$ cat config.mk
export PLATFORM = sky130hd
export DESIGN_NAME = atm_session_timer
export DESIGN_NICKNAME = d
export VERILOG_FILES = /design/src/rtl/atm_session_timer.sv
export SDC_FILE = /design/constraint.sdc
export NUM_CORES = 1
export LEC_CHECK = 0
export CORE_MARGIN = 8
export CORE_UTILIZATION = 45
export DETAILED_ROUTE_END_ITERATION = 10
export GPL_TIMING_DRIVEN = 0
export PLACE_DENSITY = 0.65
export SLEW_MARGIN = 20
export SYNTH_ARGS = -nofsm -noshare
export SYNTH_HDL_FRONTEND = slang
export SYNTH_SLANG_ARGS = --single-unit
$ cat constraint.sdc
create_clock -name clk_in -period 3.4 [get_ports clk_in]
set_input_delay 0.68 -clock clk_in [delete_from_list [all_inputs] [get_ports clk_in]]
set_output_delay 0.68 -clock clk_in [all_outputs]
set_load 0.01 [all_outputs]
$ cat src/rtl/atm_session_timer.sv
// atm_session_timer: ATM card session watchdog with warning and eject.
// Define ATM_SESSION_BEEP_EN to build the warning-phase beeper.
module atm_session_timer #(
  parameter int TICK_DIV      = 1_000_000,
  parameter int SESSION_TICKS = 3000,
  parameter int WARN_TICKS    = 1000
) (
  input  logic        clk_in,
  input  logic        reset,
  input  logic        card_in,
  input  logic        activity,
  input  logic        done,
  output logic        session_active,
  output logic        warn,
  output logic        timeout_pulse,
  output logic        eject,
  output logic [15:0] remaining,
  output logic        beep
);

  localparam int PW = $clog2(TICK_DIV);
  localparam logic [PW-1:0] PMAX = PW'(TICK_DIV - 1);
  localparam logic [15:0] SES = 16'(SESSION_TICKS);
  localparam logic [15:0] WRN = 16'(WARN_TICKS);

  typedef enum logic [2:0] {
    S_IDLE,
    S_ACTIVE,
    S_WARN,
    S_EXPIRED,
    S_EJECT
  } state_t;

  state_t        state_q;
  state_t        state_d;
  logic [PW-1:0] presc_q;
  logic [PW-1:0] presc_d;
  logic [15:0]   rem_d;
  logic [15:0]   dec;
  logic          card_prev;
  logic          card_armed;
  logic          card_rise;
  logic          in_sess;
  logic          tick;

  // A card left in the slot across reset must be removed first.
  assign card_rise = card_armed && !card_prev && card_in;
  assign in_sess   = (state_q == S_ACTIVE) || (state_q == S_WARN);
  assign tick      = in_sess && (presc_q == PMAX);
  assign dec       = remaining - 16'd1;

  // Next-state, window count and prescaler; card pull beats done beats activity beats tick.
  always_comb begin
    state_d = state_q;
    presc_d = '0;
    rem_d   = '0;
    unique case (state_q)
      S_IDLE: begin
        if (card_rise) begin
          state_d = S_ACTIVE;
          rem_d   = SES;
        end
      end
      S_ACTIVE, S_WARN: begin
        rem_d   = remaining;
        presc_d = tick ? '0 : presc_q + PW'(1);
        if (!card_in) begin
          state_d = S_IDLE;
          rem_d   = '0;
          presc_d = '0;
        end else if (done) begin
          state_d = S_EJECT;
          rem_d   = '0;
          presc_d = '0;
        end else if (activity) begin
          state_d = S_ACTIVE;
          rem_d   = SES;
          presc_d = '0;
        end else if (tick && remaining != 16'd0) begin
          rem_d = dec;
          if (dec == 16'd0) begin
            state_d = S_EXPIRED;
          end else if (dec == WRN) begin
            state_d = S_WARN;
          end
        end
      end
      S_EXPIRED: state_d = S_EJECT;
      S_EJECT: begin
        if (!card_in) begin
          state_d = S_IDLE;
        end
      end
      default: state_d = S_IDLE;
    endcase
  end

  // State register with outputs registered from the next state.
  always_ff @(posedge clk_in or posedge reset) begin
    if (reset) begin
      state_q        <= S_IDLE;
      presc_q        <= '0;
      remaining      <= '0;
      card_prev      <= 1'b0;
      card_armed     <= 1'b0;
      session_active <= 1'b0;
      warn           <= 1'b0;
      timeout_pulse  <= 1'b0;
      eject          <= 1'b0;
    end else begin
      state_q        <= state_d;
      presc_q        <= presc_d;
      remaining      <= rem_d;
      card_prev      <= card_in;
      card_armed     <= card_armed | ~card_in;
      session_active <= (state_d == S_ACTIVE) || (state_d == S_WARN);
      warn           <= (state_d == S_WARN);
      timeout_pulse  <= (state_d == S_EXPIRED);
      eject          <= (state_d == S_EJECT);
    end
  end

`ifdef ATM_SESSION_BEEP_EN
  // Beeper toggles on each tick spent in WARN, cleared elsewhere.
  always_ff @(posedge clk_in or posedge reset) begin
    if (reset) begin
      beep <= 1'b0;
    end else if (state_d != S_WARN || state_q != S_WARN) begin
      beep <= 1'b0;
    end else if (tick) begin
      beep <= ~beep;
    end
  end
`else
  assign beep = 1'b0;
`endif

endmodule

==> results of run 1 <==
## path summary, 6_finish.rpt
path / start / to / slack [ns] / cells after the start
max in group asynchronous: reset / presc_q[3] / 2.25 / 3
min: card_armed / card_armed / 0.49 / 1
min reg2reg: card_armed / card_armed / 0.49 / 1
max reg2reg: remaining[0] / warn / 0.64 / 8
min in group asynchronous: reset / warn / 0.67 / 2
max: remaining[0] / warn / 0.64 / 8
## placed cells by master, fill, tap and decap left out, types with 5 or more instances in the layout
cell type and n:
nor3_1 7, a21oi_1 13, o21a_1 5, nand4_1 5, a31oi_1 5, clkbuf_8 11, dfrtp_1 45, xnor2_1 17
clkdlybuf4s50_1 23, nand2_1 23, xor2_1 13, inv_1 9, nor2_1 54, nand3_1 14, and3_1 6
## report_power, final
part	total, mW	switching, mW	internal [mW]	leakage [nW]
Clock	0.363	0.179	0.184	0.0542
Combinational	0.191	0.105	0.0857	0.610
Sequential	0.557	0.0111	0.546	0.613
Total	1.11	0.295	0.816	1.28
## metrics by stage
step                cell area (um^2)  hold slack (ns)  worst slack [ns]  cells  power [mW]
global placement                3020            0.453             0.412    393       0.752
CTS                             3140            0.488             0.615    402        1.12
detailed placement              3040            0.463             0.386    394       0.758
global route                    3140            0.496             0.442    402        1.17
floorplan                       2700            0.425             0.929    295       0.701
finish                          3140            0.489             0.637    402        1.11
## worst max-delay path, cell delays in order (launching register included)
cell and delay [ns]:
dfrtp_1 0.49, or4_1 0.57, buf_6 0.16, nor3_1 0.29
xor2_1 0.17, a2111oi_4 0.38, a21boi_1 0.11, and3b_1 0.27
nor4b_2 0.23
## routing by layer
layer / part of all wire [%] / track usage, %
met1: 46 / 18.0
met2: 46 / 23.1
met3: 6.4 / 3.21
met4: 1.6 / 5.64
met5: 0 / 0
## cell families after synthesis
family	synth area share, %
DFF	41.7
muxes	0.742
other	0.139
adders and majority gates	1.85
buffers and inverters	7.19
AOI/OAI and AO/OA	11.5
and+or+nand+nor	27.2
xor gates and xnor gates	9.74
## layout make-up
class | instances | area [um^2] | share of cell area (%)
repair buffers | 24 | 250 | 7.96
well taps | 75 | 93.8 | 2.98
flip-flops and latches | 45 | 1130 | 35.8
plain buffers | 16 | 156 | 4.97
clock inverters | 1 | 5.00 | 0.159
clock buffers | 7 | 96.3 | 3.06
inverters | 10 | 37.5 | 1.19
multi-input cells | 224 | 1380 | 43.9
==> PnR_summary.wiki, run 1 <==
{| class="wikitable"
! Metric !! Value
|-
| Status || finished, final reports clean
|-
| Horiz. Die Dim || 93.4 um
|-
| CTS sink cnt || 45
|-
| Post-synthesis instance area || 0.00270 mm^2
|-
| Crit-path max FO || 9
|-
| Biggest register || presc_q
|-
| Data arrival time of the critical path || 2.96 ns
|-
| Mean instance size in the synthesized netlist || 9.15 um^2
|-
| Post-DR vias/cell || 5.49
|-
| Crit. End Element || register
|-
| Number of buffers inserted by post-CTS setup repair || 0
|-
| Cell count after synthesis || 295
|-
| Post-cts gate resize count || 0
|-
| Placeable core area || 0.00585 mm^2
|-
| Wire length of the first global-routing pass || 10100 um
|-
| Final Hold Violating Endpoints || 0
|-
| Top cell type by total area after synthesis || dfrtp_1
|-
| Global-route usage over all layers || 14.3%
|-
| Half-perimeter wire length of the detailed placement result || 4410 um
|-
| Nets in the synthesized netlist || 304
|-
| Worst slew margin relative to its limit || 59.2%
|-
| Detailed router's first-iteration violation count || 86
|-
| Post-route minimum period || 2.76 ns
|-
| Floorplan die height || 93.4 um
|-
| Final core occ || 53.7%
|-
| Count of state elements after synthesis || 45
|-
| Number of placement rows || 28
|-
| Detailed-routing iteration count for the pre-antenna-repair pass || 5
|-
| Final Wtd Congestion || 0.882
|-
| Number of nets still failing antenna checks after routing || 0
|-
| Share of flip-flops with an asynchronous set or reset after synthesis || 100%
|-
| Most common cell in the netlist || nor2_1
|-
| TritonCTS clock tree || done
|-
| Clk_skew || 0.0102 ns
|-
| Portion of the post-synthesis area used by sequential elements || 41.7%
|-
| Buffer levels on the longest clock path || 2
|-
| Average routed wire per standard cell || 14.8 um
|-
| Via count || 2206
|-
| Count of flip-flops with a built-in enable after synthesis || 0
|-
| Number of nets in the layout || 335
|-
| Critical path class || register to register
|-
| P_leak || 1.28 nW
|-
| Ratio of final minimum period to clock period || 81.3%
|-
| Worst voltage drop across the vdd grid || 0.240 mV
|-
| Type of the worst min-delay path || register to register
|-
| Total grt overflow || 0
|-
| Top post-synthesis cells by area || dfrtp_1 42%, nor2_1 7.5%, xnor2_1 5.5%, xor2_1 4.2%, nand2_1 3.2%
|-
| Largest register FFs || 20
|-
| Max-capacitance violation count || 0
|-
| Final setup violation count || 0
|-
| Final setup TNS || 0 ns
|-
| Remaining routing DRC violations || 0
|-
| Pin count of the biggest net entering global routing || 30
|-
| Total of fill cells in the finished design || 538
|-
| Area growth from synthesis to layout || 16.5%
|-
| Synth top area share || 41.7%
|-
| Distinct cells, synth || 53
|-
| RSZ-0062 raised after global routing || false
|-
| Clock transition at the registers of the reported paths || 0.09 ns
|-
| Slew @ Worst Pin || 0.609 ns
|-
| N_diodes || 0
|-
| Clock buffer count from CTS || 5
|-
| Total of hold buffers inserted after clock tree synthesis || 0
|-
| H-tree lvl count || 2
|-
| Startpoint types || register
|-
| Commonest cells in the synthesized netlist || 54 x nor2_1, 45 x dfrtp_1, 23 x nand2_1
|-
| Initial Utilization || 46.1%
|-
| Library cell used as clock root buffer || clkbuf_8
|-
| Area of the die || 0.00873 mm^2
|-
| Number of antenna violations at the first check in global routing || 0
|-
| Top achievable clock speed || 0.362 GHz
|-
| Count of input and output buffers || 23
|-
| Count of pins on the block boundary || 26
|-
| Final-report max-slew violation count || 0
|-
| Biggest regs || presc_q: 20 flops, remaining: 16 flops, state_q: 3 flops
|-
| Total power divided by cell area || 353 mW/mm^2
|-
| Number of global-route vias before repair || 2104
|-
| Warning count from the yosys run || 0
|-
| Fraction of layout instances using a drive strength above 1 || 10.4%
|-
| Most frequently used flop master after synthesis || dfrtp_1
|-
| Worst-skew pair later-pin latency || 0.30 ns
|-
| WL final || 5940 um
|-
| CP Data Required Time || 3.60 ns
|}
Power figures use the tool's default switching activity.
==> run 2, diff against run 1 <==
==> constraint.sdc (replaced) <==
create_clock -name clk_in -period 2.9 [get_ports clk_in]
set_input_delay 0.58 -clock clk_in [delete_from_list [all_inputs] [get_ports clk_in]]
set_output_delay 0.58 -clock clk_in [all_outputs]
set_load 0.01 [all_outputs]
==> run 2 against run 1 <==
Compared with the run above:
- power up 17%
- count of clock-buffer cells in the layout unchanged
- utilization up 0.086 points
- sequential power up 17%
- via count down 0.68%
- cell count unchanged
- sequential share of layout area down 0.057 points
- flip-flop and latch count unchanged
- routed wire length up 0.27%
- hold slack about the same
- die area unchanged
- clock power up 17%
==> PnR_summary.wiki, run 2 (synthesis results as in run 1) <==
{| class="wikitable"
! Metric !! Value
|-
| Count of pins on the block boundary || 26 (unchanged)
|-
| Post-Layout Cell Count || 402 (unchanged)
|-
| Detailed router's first-iteration violation count || 93 (+8.1%)
|-
| Top library cells by usage in the layout, fill and taps aside || 54 x nor2_1, 45 x dfrtp_1, 23 x nand2_1, 23 x clkdlybuf4s50_1, 17 x xnor2_1
|-
| Post-route minimum period || 2.65 ns (-0.113 ns)
|-
| Biggest register || presc_q
|-
| Post-layout instance area || 0.00315 mm^2 (+0.16%)
|-
| Buffer levels on the longest clock path || 2 (unchanged)
|-
| Number of global-route vias before repair || 2104 (unchanged)
|-
| Biggest regs || presc_q: 20 flops, remaining: 16 flops, state_q: 3 flops
|-
| Fraction of layout instances using a drive strength above 1 || 10.7% (+0.31 points)
|-
| Type of the worst min-delay path || register to register
|-
| Number of nets in the layout || 335 (unchanged)
|-
| Worst voltage drop across the vdd grid || 0.282 mV (+17%)
|-
| Most common cell after layout, fill and taps aside || nor2_1
|-
| Number of buffers inserted by post-CTS setup repair || 0 (unchanged)
|-
| Number of placement rows || 28 (unchanged)
|-
| Worst-skew pair later-pin latency || 0.29 ns (about the same)
|-
| Pin count of the biggest net entering global routing || 30 (unchanged)
|-
| Wire length of the first global-routing pass || 10100 um (unchanged)
|-
| Average routed wire per standard cell || 14.8 um (+0.27%)
|-
| Data arrival time of the critical path || 2.85 ns (-0.11 ns)
|-
| P_leak || 1.28 nW (about the same)
|-
| Number of nets still failing antenna checks after routing || 0 (unchanged)
|-
| Placed Area || 0.00304 mm^2 (unchanged)
|-
| Final setup violation count || 0 (unchanged)
|-
| Count of input and output buffers || 23 (unchanged)
|-
| WL final || 5960 um (+0.27%)
|-
| Area growth from synthesis to layout || 16.7%
|-
| Library cell used as clock root buffer || clkbuf_8
|-
| Largest delay share family, worst path || simple AND/OR/NAND/NOR gates
|-
| R2R depth || 8 (unchanged)
|-
| Top achievable clock speed || 0.377 GHz (+4.3%)
|-
| Crit-path max FO || 9 (unchanged)
|-
| Horiz. Die Dim || 93.4 um (unchanged)
|-
| Hold_sp || card_armed
|-
| Worst hold slack || 0.489 ns (-0.0000210 ns)
|-
| Final Hold Violating Endpoints || 0 (unchanged)
|-
| Buffer and inverter count on the worst path || 1 (unchanged)
|-
| Final setup slack of the worst path || 0.250 ns (-0.387 ns)
|-
| Clock buffer count from CTS || 5 (unchanged)
|-
| Total stage count of the critical path || 8 (unchanged)
|-
| Total grt overflow || 0 (unchanged)
|-
| Final Wtd Congestion || 0.882 (unchanged)
|-
| H-tree lvl count || 2 (unchanged)
|-
| Final-report max-slew violation count || 0 (unchanged)
|-
| CP Data Required Time || 3.10 ns (-0.50 ns)
|-
| Clk_skew || 0.00839 ns (-0.00184 ns)
|-
| Detailed-routing iteration count for the pre-antenna-repair pass || 4 (-1)
|-
| Placeable core area || 0.00585 mm^2 (unchanged)
|-
| Hold Path Stages || 1 (unchanged)
|-
| Worst slew margin relative to its limit || 58.9% (-0.31 points)
|-
| Number of antenna violations at the first check in global routing || 0 (unchanged)
|-
| Max-capacitance violation count || 0 (unchanged)
|-
| Total power divided by cell area || 413 mW/mm^2 (+17%)
|-
| Total of hold buffers inserted after clock tree synthesis || 0 (unchanged)
|-
| Number of instances in the placed design || 394 (unchanged)
|-
| Minimum setup slack after placement || -0.0136 ns (-0.400 ns)
|-
| Critical path class || register to register
|-
| Initial Utilization || 46.1% (unchanged)
|-
| Status || finished, final reports clean
|-
| CTS sink cnt || 45 (unchanged)
|-
| Worst r2r src || remaining[9]
|-
| Largest register FFs || 20 (unchanged)
|-
| Final setup TNS || 0 ns (unchanged)
|-
| Setup slack on the worst flop-to-flop path || 0.25 ns (-0.39 ns)
|-
| TritonCTS clock tree || done
|-
| Worst path slowest cell || or4_4
|-
| Clock transition at the registers of the reported paths || 0.09 ns (about the same)
|-
| Final core occ || 53.8% (+0.086 points)
|-
| Endpoint of the worst register-to-register path || warn
|-
| Slew @ Worst Pin || 0.614 ns (+0.00466 ns)
|-
| Floorplan die height || 93.4 um (unchanged)
|-
| Worst Hold Endpoint || card_armed
|-
| N_diodes || 0 (unchanged)
|-
| Ratio of final minimum period to clock period || 91.4% (+10 points)
|-
| Startpoint types || register
|-
| Maximum cell stage delay along the critical path || 0.53 ns (-0.04 ns)
|-
| Half-perimeter wire length of the detailed placement result || 4410 um (unchanged)
|-
| Area of the die || 0.00873 mm^2 (unchanged)
|-
| Crit. End Element || register
|-
| Via count || 2191 (-0.68%)
|-
| Remaining routing DRC violations || 0 (unchanged)
|-
| RSZ-0062 raised after global routing || false
|-
| Post-DR vias/cell || 5.45 (-0.68%)
|-
| Total design power || 1.30 mW (+17%)
|-
| Worst path cell trace || clkbuf_8, or4_4, nor4_2, o21ai_1, a2111oi_4, a21boi_1, and3b_1, nor4b_2
|-
| Global-route usage over all layers || 14.3% (unchanged)
|}
-- run 2: where the power goes --
group / internal (mW) / switching (mW)
Clock: 0.216 / 0.208
Sequential: 0.641 / 0.0129
Combinational: 0.101 / 0.123
-- run 2: metal layers --
layer | routed length [um] | up-vias | part of all wire, % | GRT usage, %
li1 | - | 1081 | - | -
met1 | 2730 | 1052 | 46 | 18.0
met2 | 2780 | 49 | 47 | 23.1
met3 | 353 | 9 | 5.9 | 3.21
met4 | 97 | 0 | 1.6 | 5.64
met5 | 0 | - | 0 | 0
-- run 2: timing repair --
action                                 CTS  global route
endpoints found under the hold margin    0             0
gates resized for setup                  0             1
setup endpoints to repair                0             2
-- run 2: how the worst max path moves through the flow --
stage	start	end	slack, ns
floorplan	remaining[2]	warn	0.43
global placement	card_in	presc_q[9]	0.01
detailed placement	card_in	presc_q[11]	-0.01
CTS	remaining[0]	warn	0.11
global route	remaining[4]	remaining[9]	0.07
finish	remaining[9]	warn	0.25
-- run 2: layout make-up --
cell class | count | area, um^2
multi-input combinational | 224 | 1380
inverter | 10 | 37.5
tap | 75 | 93.8
buffer | 16 | 156
timing repair buffer | 24 | 250
clock buffer | 7 | 96.3
fill | 538 | 2700
clock inverter | 1 | 5.00
sequential | 45 | 1130
-- run 2: worst register-to-register path, cell delays in order, from the launching register on --
cell	delay, ns
dfrtp_1	0.40
clkbuf_8	0.17
or4_4	0.53
nor4_2	0.26
o21ai_1	0.13
a2111oi_4	0.44
a21boi_1	0.11
and3b_1	0.26
nor4b_2	0.24
